### config.mk
export PLATFORM = sky130hd
export DESIGN_NAME = uart_tx_arbiter
export DESIGN_NICKNAME = d
export VERILOG_FILES = /design/src/rtl/uart_tx_arbiter.sv
export SDC_FILE = /design/constraint.sdc
export NUM_CORES = 1
export LEC_CHECK = 0
export CORE_MARGIN = 2
export CORE_UTILIZATION = 49
export CTS_CLUSTER_SIZE = 10
export DETAILED_ROUTE_END_ITERATION = 7
export GPL_ROUTABILITY_DRIVEN = 0
export MAX_ROUTING_LAYER = met4
export PLACE_DENSITY = 0.86
export SETUP_SLACK_MARGIN = 0.5
export SLEW_MARGIN = 5
export SYNTH_ARGS = -nofsm -noshare
export SYNTH_HDL_FRONTEND = slang
export SYNTH_SLANG_ARGS = --single-unit
### constraint.sdc
create_clock -name clk -period 3.06 [get_ports clk]
set_input_delay 0.459 -clock clk [delete_from_list [all_inputs] [get_ports clk]]
set_output_delay 0.459 -clock clk [all_outputs]
set_load 0.03 [all_outputs]
### src/rtl/uart_tx_arbiter.sv
// Round-robin arbiter that shares one UART transmitter among NUM_REQ byte
// producers. It grants one requester, latches its byte and pulses the
// transmitter start. It then waits for the done edge or a watchdog timeout,
// and finally holds an inter-frame gap before it arbitrates again.
module uart_tx_arbiter #(
  parameter int NUM_REQ    = 4,
  parameter int DATA_WIDTH = 8,
  parameter int GAP_CYCLES = 16,
  parameter int TIMEOUT    = 200000
) (
  input  logic                          clk,
  input  logic                          reset,
  input  logic [NUM_REQ-1:0]            i_req_valid,
  input  logic [NUM_REQ*DATA_WIDTH-1:0] i_req_data,
  output logic [NUM_REQ-1:0]            o_req_ready,
  output logic                          o_tx_start,
  output logic [DATA_WIDTH-1:0]         o_tx_data_byte,
  input  logic                          i_tx_done,
  output logic [$clog2(NUM_REQ)-1:0]    o_grant_id,
  output logic                          o_busy,
  output logic                          o_timeout
);

  localparam int IW = $clog2(NUM_REQ);
  localparam int TW = (TIMEOUT > 1) ? $clog2(TIMEOUT) : 1;
  localparam int GW = (GAP_CYCLES > 1) ? $clog2(GAP_CYCLES) : 1;
  localparam logic [TW-1:0] TIMER_LAST = TW'(TIMEOUT - 1);
  localparam logic [GW-1:0] GAP_LAST   = GW'(GAP_CYCLES - 1);
  localparam logic [IW-1:0] LAST_REQ   = IW'(NUM_REQ - 1);

  typedef enum logic [1:0] {IDLE, START, WAIT, GAP} state_t;

  state_t                 state, state_nxt;
  logic [IW-1:0]          ptr, ptr_nxt;
  logic [TW-1:0]          timer, timer_nxt;
  logic [GW-1:0]          gap_cnt, gap_nxt;
  logic                   done_q;
  logic                   done_edge;
  logic                   found;
  logic [IW-1:0]          winner;
  logic [DATA_WIDTH-1:0]  sel_byte;
  logic [NUM_REQ-1:0]     ready_nxt;
  logic                   start_nxt;
  logic                   timeout_nxt;
  logic [DATA_WIDTH-1:0]  data_nxt;
  logic [IW-1:0]          grant_nxt;

  // A done level left high from the previous frame only counts once it has dropped and risen again.
  assign done_edge = i_tx_done & ~done_q;

  // Round-robin search: the first valid requester at or after ptr (with wrap-around) wins.
  always_comb begin
    logic [IW-1:0] cand;
    cand   = '0;
    found  = 1'b0;
    winner = '0;
    for (int i = 0; i < NUM_REQ; i++) begin
      cand = IW'((int'(ptr) + i) % NUM_REQ);
      if (!found && i_req_valid[cand]) begin
        found  = 1'b1;
        winner = cand;
      end
    end
  end

  // Select the winning requester's byte from the packed data bus.
  always_comb begin
    sel_byte = '0;
    for (int k = 0; k < NUM_REQ; k++) begin
      if (winner == IW'(k)) sel_byte = i_req_data[k*DATA_WIDTH +: DATA_WIDTH];
    end
  end

  // Next-state and next-output decode; the outputs themselves are registered below.
  always_comb begin
    state_nxt   = state;
    ptr_nxt     = ptr;
    timer_nxt   = timer;
    gap_nxt     = gap_cnt;
    ready_nxt   = '0;
    start_nxt   = 1'b0;
    timeout_nxt = 1'b0;
    data_nxt    = o_tx_data_byte;
    grant_nxt   = o_grant_id;
    case (state)
      IDLE: begin
        if (found) begin
          state_nxt = START;
          ready_nxt = NUM_REQ'(1) << winner;
          start_nxt = 1'b1;
          data_nxt  = sel_byte;
          grant_nxt = winner;
          ptr_nxt   = (winner == LAST_REQ) ? '0 : winner + IW'(1);
        end
      end
      START: begin
        state_nxt = WAIT;
        timer_nxt = '0;
      end
      WAIT: begin
        timer_nxt = timer + TW'(1);
        if (done_edge || timer == TIMER_LAST) begin
          timeout_nxt = ~done_edge;
          gap_nxt     = '0;
          state_nxt   = (GAP_CYCLES == 0) ? IDLE : GAP;
        end
      end
      GAP: begin
        if (gap_cnt == GAP_LAST) state_nxt = IDLE;
        else gap_nxt = gap_cnt + GW'(1);
      end
      default: state_nxt = IDLE;
    endcase
  end

  // State, counters, done history and registered outputs; reset abandons any frame silently.
  always_ff @(posedge clk) begin
    if (reset) begin
      state          <= IDLE;
      ptr            <= '0;
      timer          <= '0;
      gap_cnt        <= '0;
      done_q         <= 1'b0;
      o_req_ready    <= '0;
      o_tx_start     <= 1'b0;
      o_tx_data_byte <= '0;
      o_grant_id     <= '0;
      o_busy         <= 1'b0;
      o_timeout      <= 1'b0;
    end else begin
      state          <= state_nxt;
      ptr            <= ptr_nxt;
      timer          <= timer_nxt;
      gap_cnt        <= gap_nxt;
      done_q         <= i_tx_done;
      o_req_ready    <= ready_nxt;
      o_tx_start     <= start_nxt;
      o_tx_data_byte <= data_nxt;
      o_grant_id     <= grant_nxt;
      o_busy         <= (state_nxt != IDLE);
      o_timeout      <= timeout_nxt;
    end
  end

endmodule

Yosys cells after proc, flatten, opt, wreduce, memory -nomap -nowiden
Index checks and enable logic that the tools add are counted.

cells by class
  add/sub/neg operators = 6
  magnitude comparators = 4
  eq/ne operators = 10
  shifts and indexed selects = 1
  multiplexer cells = 30
  bitwise gates (word level) = 7
  reductions and logical operators = 17

operators with widths
  kind                                                                           number
  18-bit case mux with 2 select lines                                            1
  8-bit two-way mux                                                              4
  18-bit by 1-bit adder with 18-bit output (second input constant)               1
  18-bit equality test (second input constant)                                   1
  2-bit two-way mux                                                              8
  2-bit by 3-bit less-than comparator with 1-bit output (second input constant)  4
  1-bit two-way mux                                                              9
  1-bit binary-select mux with 2-bit select                                      4
  2-bit equality test (second input constant)                                    4
  4-bit two-way mux                                                              2
  2-bit case mux with 4 select lines                                             1
  4-bit case mux with 2 select lines                                             1
  1-bit NOT                                                                      6
  2-bit nonzero test                                                             3
  3-bit OR reduction                                                             2
  2-bit by 1-bit adder with 2-bit output (second input constant)                 2
  2-bit adder (second input constant)                                            2
  4-bit by 1-bit adder with 4-bit output (second input constant)                 1
  2-bit by 1-bit equality test with 1-bit output (second input constant)         2
  4-bit equality test (second input constant)                                    1
  2-bit zero test                                                                2
  2-bit != test (second input constant)                                          2
  1-bit by 2-bit << shifter with 4-bit output (first input constant)             1
  1-bit logical AND                                                              3
  6 further kinds                                                                8

word-level totals
  flip-flop bits (word level) = 44
  input bits = 39
  output and inout port bits = 17
  word-level logic and storage cells = 86

Longest topological paths before layout
  depth after elaboration = 17
  gate-level depth with buffers = 12
  mapped depth without buffers = 11

Worst setup path before layout
No wires, ideal clock.

  path type = in2reg
  start = input port i_req_valid[2]
  end = register o_tx_data_byte[5]
  library setup time = 0.078 ns
  arrival time = 2.265 ns
  data required time = 2.982 ns
  slack = 0.717 ns
  stages on the path = 10
  buffers on the path = 1
  path through = or4_1 nand2_1 inv_2 ha_1 clkbuf_1 nand3b_1 a21oi_1 a21oi_1 o21a_1 nor3_1

between the ends
  cells in the longest elaborated chain, start to end = 17
  elaborated cells on any way between the ends = 31
  classes of those cells = eq/ne: 3; mux: 20; reduce/logical: 8

RTL lines
  element                                    RTL line  RTL
  start, declared                            13        input logic [NUM_REQ-1:0] i_req_valid,
  1-bit binary-select mux with 2-bit select  59        if (!found && i_req_valid[cand]) begin
  1-bit two-way mux (implied by the code)    59
  1-bit two-way mux                          59
  1-bit zero test                            59
  1-bit logical AND                          59
  1-bit two-way mux                          59
  1-bit zero test                            59
  1-bit logical AND                          59
  1-bit two-way mux                          59
  1-bit zero test                            59
  1-bit logical AND                          59
  2-bit two-way mux (*)                      59
  named net winner[0]                        40        logic [IW-1:0] winner;
  2-bit zero test                            70        if (winner == IW'(k)) sel_byte = i_req_data[k*DATA_WIDTH +: DATA_WIDTH];
  8-bit two-way mux (3 in a row)             70
  8-bit two-way mux (*)                      70
  end signal, assigned                       138       o_tx_data_byte <= data_nxt;
  end, declared                              17        output logic [DATA_WIDTH-1:0] o_tx_data_byte,

Mark *: on every way through the listed nets, which the timed path passes. The rest lies on a longest branch. The select of a mux whose other input is x is not followed.
A chain may end at the register's enable or synchronous reset.

Final worst setup path
  start = input port i_req_valid[2]
  end = register o_tx_data_byte[2]

The elaborated chain is that of the path after synthesis.

==> run_results.csv <==
group,metric,value,unit
status,outcome,"finished, final reports clean",
synthesis,synth_top_area_cell,"dfxtp_1",
synthesis,synth.avg_cell_area,8.08,um2
drt,postRouteAntennaNets,0,
place,numPlacedInstances,378,
drt,drtIter0Drc,97,
timing,tns,0,ns
drt,wire_per_inst,14.1,um
floorplanning,core_area,4410,um2
timing,tightestPinTransition,0.539,ns
synthesis,yosys_register_bits,44,
global_route,overflow,0,
critical_path,cp.required,3.28,ns
place,io_buffers,55,
floorplanning,die-area,5190,um2
floorplanning,rows,24,
timing,period_share,78.7,%
synthesis,yosysWarnings,0,
clock_network,path_clk_slew,0.08,ns
drt,firstDrtPassIters,5,
clock_network,cts-resized-gates,6,
critical_path,worstPathArrival,2.63,ns
run,drv_cap,0,
layout,layout.cells.non_filler,386,
hold_path,hold_path_class,"reg -> reg",
timing,fmax,415,MHz
layout,stdcell_area,3020,um2
power_and_ir_drop,ir_worst_vdd,0.000341,V
layout,diodes,0,
timing,slew-limit-headroom,64.1,%
layout,seq_area,881,um2
drt,routed_wl,5440,um
clock_network,clock_sinks,44,
critical_path,cp_max_fo,16,
critical_path,crit_type,"in -> reg",
clock_network,insertion_delay,0.29,ns
global_route,grt_first_pass_wirelength,9100,um
timing,rsz0062_at_grt,"false",
floorplanning,initial_core_util,51.4,%
timing,final_hold_viol_count,0,
global_route,grt_use_total,22.5,%
power_and_ir_drop,p_leak,0.00112,uW
layout,fill_cells,346,
critical_path,cp-start-kind,"primary input",
synthesis,yosysTopAreaCellShare,38.8,%
timing,setup_violations,0,
place,post-place-ws,0.0857,ns
power_and_ir_drop,power_density,548,nW/um2
drt,vias,2126,
clock_network,cts_buffer_depth,2,
clock_network,hold_buffers,0,
timing,fin_ws,0.653,ns
global_route,antenna_found_initial,0,
clock_network,cts_root_buf,"clkbuf_8",
synthesis,seq_area_frac_synth,38.8,%
floorplanning,die_width,72.1,um
floorplanning,dieHeight,72.1,um
layout,final_util,68.5,%
clock_network,cts_buffers,5,
place,place_hpwl,3940,um
clock_network,post_cts_buffers,0,
critical_path,end_kind,"flop",
layout,fin_nets,383,
place,place_area,2870,um2
layout,layout-drive-gt1-share,6.59,%
global_route,grt_pass1_vias,2071,
synthesis,ys_types,41,
global_route,grt_start_max_net_pins,19,
synthesis,synthTopCellsByArea,"dfxtp_1 39%, a21oi_1 8.2%, ha_1 6.1%",
synthesis,synth_cells,281,
synthesis,synth_nets,331,
timing,min_period,2.41,ns
floorplanning,pin_count,56,
layout,area_growth,33.2,%
layout,multi_input_area,1340,um2
drt,avgViaCountPerCell,5.51,
clock_network,htreeDepth,2,
timing,maxSlewViolCount,0,
clock_network,cts_tree,"done",
timing,finClkSkew,0.00447,ns
synthesis,syn_area,2270,um2
drt,drc_errors,0,
## per-stage QoR
step	power (uW)	hold slack (ns)
after floorplan	985	0.449
after global placement	1170	0.448
after detailed placement	1180	0.460
after CTS	1660	0.472
after global routing	1740	0.498
final	1660	0.473
## cells by family (layout without fill, tap and decap cells)
logic type               after synthesis  after routing  synth area share (%)
AO/OA/AOI/OAI                         63             63                  16.7
XOR/XNOR                              15             15                  5.78
adder cells (fa/ha/maj)               11             11                  6.06
buffers and inverters                 20             73                  3.31
flip-flops                            44             44                  38.8
multiplexers                           3              3                  1.32
AND/OR/NAND/NOR                      125            125                  28.0
## sequential cells by signal (all words and copies together), names as in the netlist
signal          cells
done_q              1
gap_cnt             4
o_busy              1
o_grant_id          2
o_req_ready         4
o_timeout           1
o_tx_data_byte      8
o_tx_start          1
ptr                 2
state               2
timer              18
## cell usage after synthesis
cell type  number
o22ai_1         1
a211oi_1        1
o211ai_2        2
nor4bb_1        1
nor2_1         36
and4bb_1        1
o21a_1          9
and3_1          7
nor4_1          2
a21oi_1        37
nand3_1         5
mux2i_1         3
nand4_1         5
nand2b_1        2
or4b_4          1
nor3_1         15
xor2_1          5
dfxtp_1        44
inv_2           1
a211oi_2        1
nand3b_1        8
or3_1           6
nand2_1        25
a21o_1          1
a31oi_1         1
a2bb2oi_1       1
inv_1           6
o21bai_1        1
xnor2_1        10
o21ai_0         5
or2_0           2
nor3b_1         2
or2_1           3
ha_1           11
nor2b_1         1
or4_1           1
clkbuf_1       13
a21boi_1        1
and2_1          2
o21ai_1         1
o2111ai_1       1
## worst max-delay path, cell delays in order
cell and delay, ns:
dlygate4sd2_1 0.28, or4_4 0.57, nand2_2 0.12, inv_2 0.07, ha_1 0.22, buf_12 0.15, nand3b_1 0.15, a21oi_1 0.17
a21oi_1 0.07, o21a_1 0.20, nor3_1 0.15
## power breakdown
group	switching, uW	internal [uW]
clock	187	288
combinational	290	242
sequential	30.9	619
## final timing paths
path	end	depth (start not counted)	slack, ns	startpoint
max	o_tx_data_byte[2]$_SDFFE_PP0N_	11	0.65	i_req_valid[2]
min	o_grant_id[0]$_SDFFE_PP0N_	2	0.47	o_grant_id[0]$_SDFFE_PP0N_
max reg2reg	o_tx_data_byte[2]$_SDFFE_PP0N_	12	0.82	ptr[1]$_SDFFE_PP0N_
min reg2reg	o_grant_id[0]$_SDFFE_PP0N_	2	0.47	o_grant_id[0]$_SDFFE_PP0N_
## metal layers
| metal | part of all wire, % | GRT usage [%] | vias up |
|---|---|---|---|
| met5 | 0 | - | - |
| met4 | 0.83 | 7.34 | 0 |
| met3 | 6.5 | 5.97 | 4 |
| met2 | 47 | 36.5 | 63 |
| met1 | 45 | 27.3 | 979 |
| li1 | - | - | 1080 |
## cell usage in the layout, fill, tap and decap left out, types with 2 or more instances in the layout
| master | n |
|---|---|
| clkdlybuf4s50_1 | 51 |
| nand3_1 | 5 |
| nand3b_1 | 8 |
| nor4_1 | 2 |
| o21a_1 | 9 |
| dlymetal6s2s_1 | 2 |
| nor2_1 | 36 |
| nand2b_1 | 2 |
| clkbuf_8 | 7 |
| a21oi_1 | 36 |
| nand4_1 | 5 |
| nor3_2 | 2 |
| nor3b_1 | 2 |
| xor2_1 | 5 |
| or2_1 | 3 |
| buf_4 | 2 |
| nand2_1 | 24 |
| xnor2_1 | 10 |
| nor3_1 | 13 |
| ha_1 | 10 |
| o211ai_2 | 2 |
| dfxtp_1 | 44 |
| o21ai_0 | 5 |
| dlygate4sd2_1 | 2 |
| and2_1 | 2 |
| mux2i_1 | 3 |
| and3_1 | 7 |
| or3_1 | 6 |
| or2_0 | 2 |
| inv_1 | 6 |
## final cells by class
class | count | share of cell area (%)
timing repair buffer | 58 | 19.4
sequential | 44 | 29.1
clock buffer | 7 | 3.19
tap | 52 | 2.15
multi-input combinational | 217 | 44.2
clock inverter | 1 | 0.993
inverter | 7 | 0.869
Note: power is estimated with default switching activity, not from simulation.
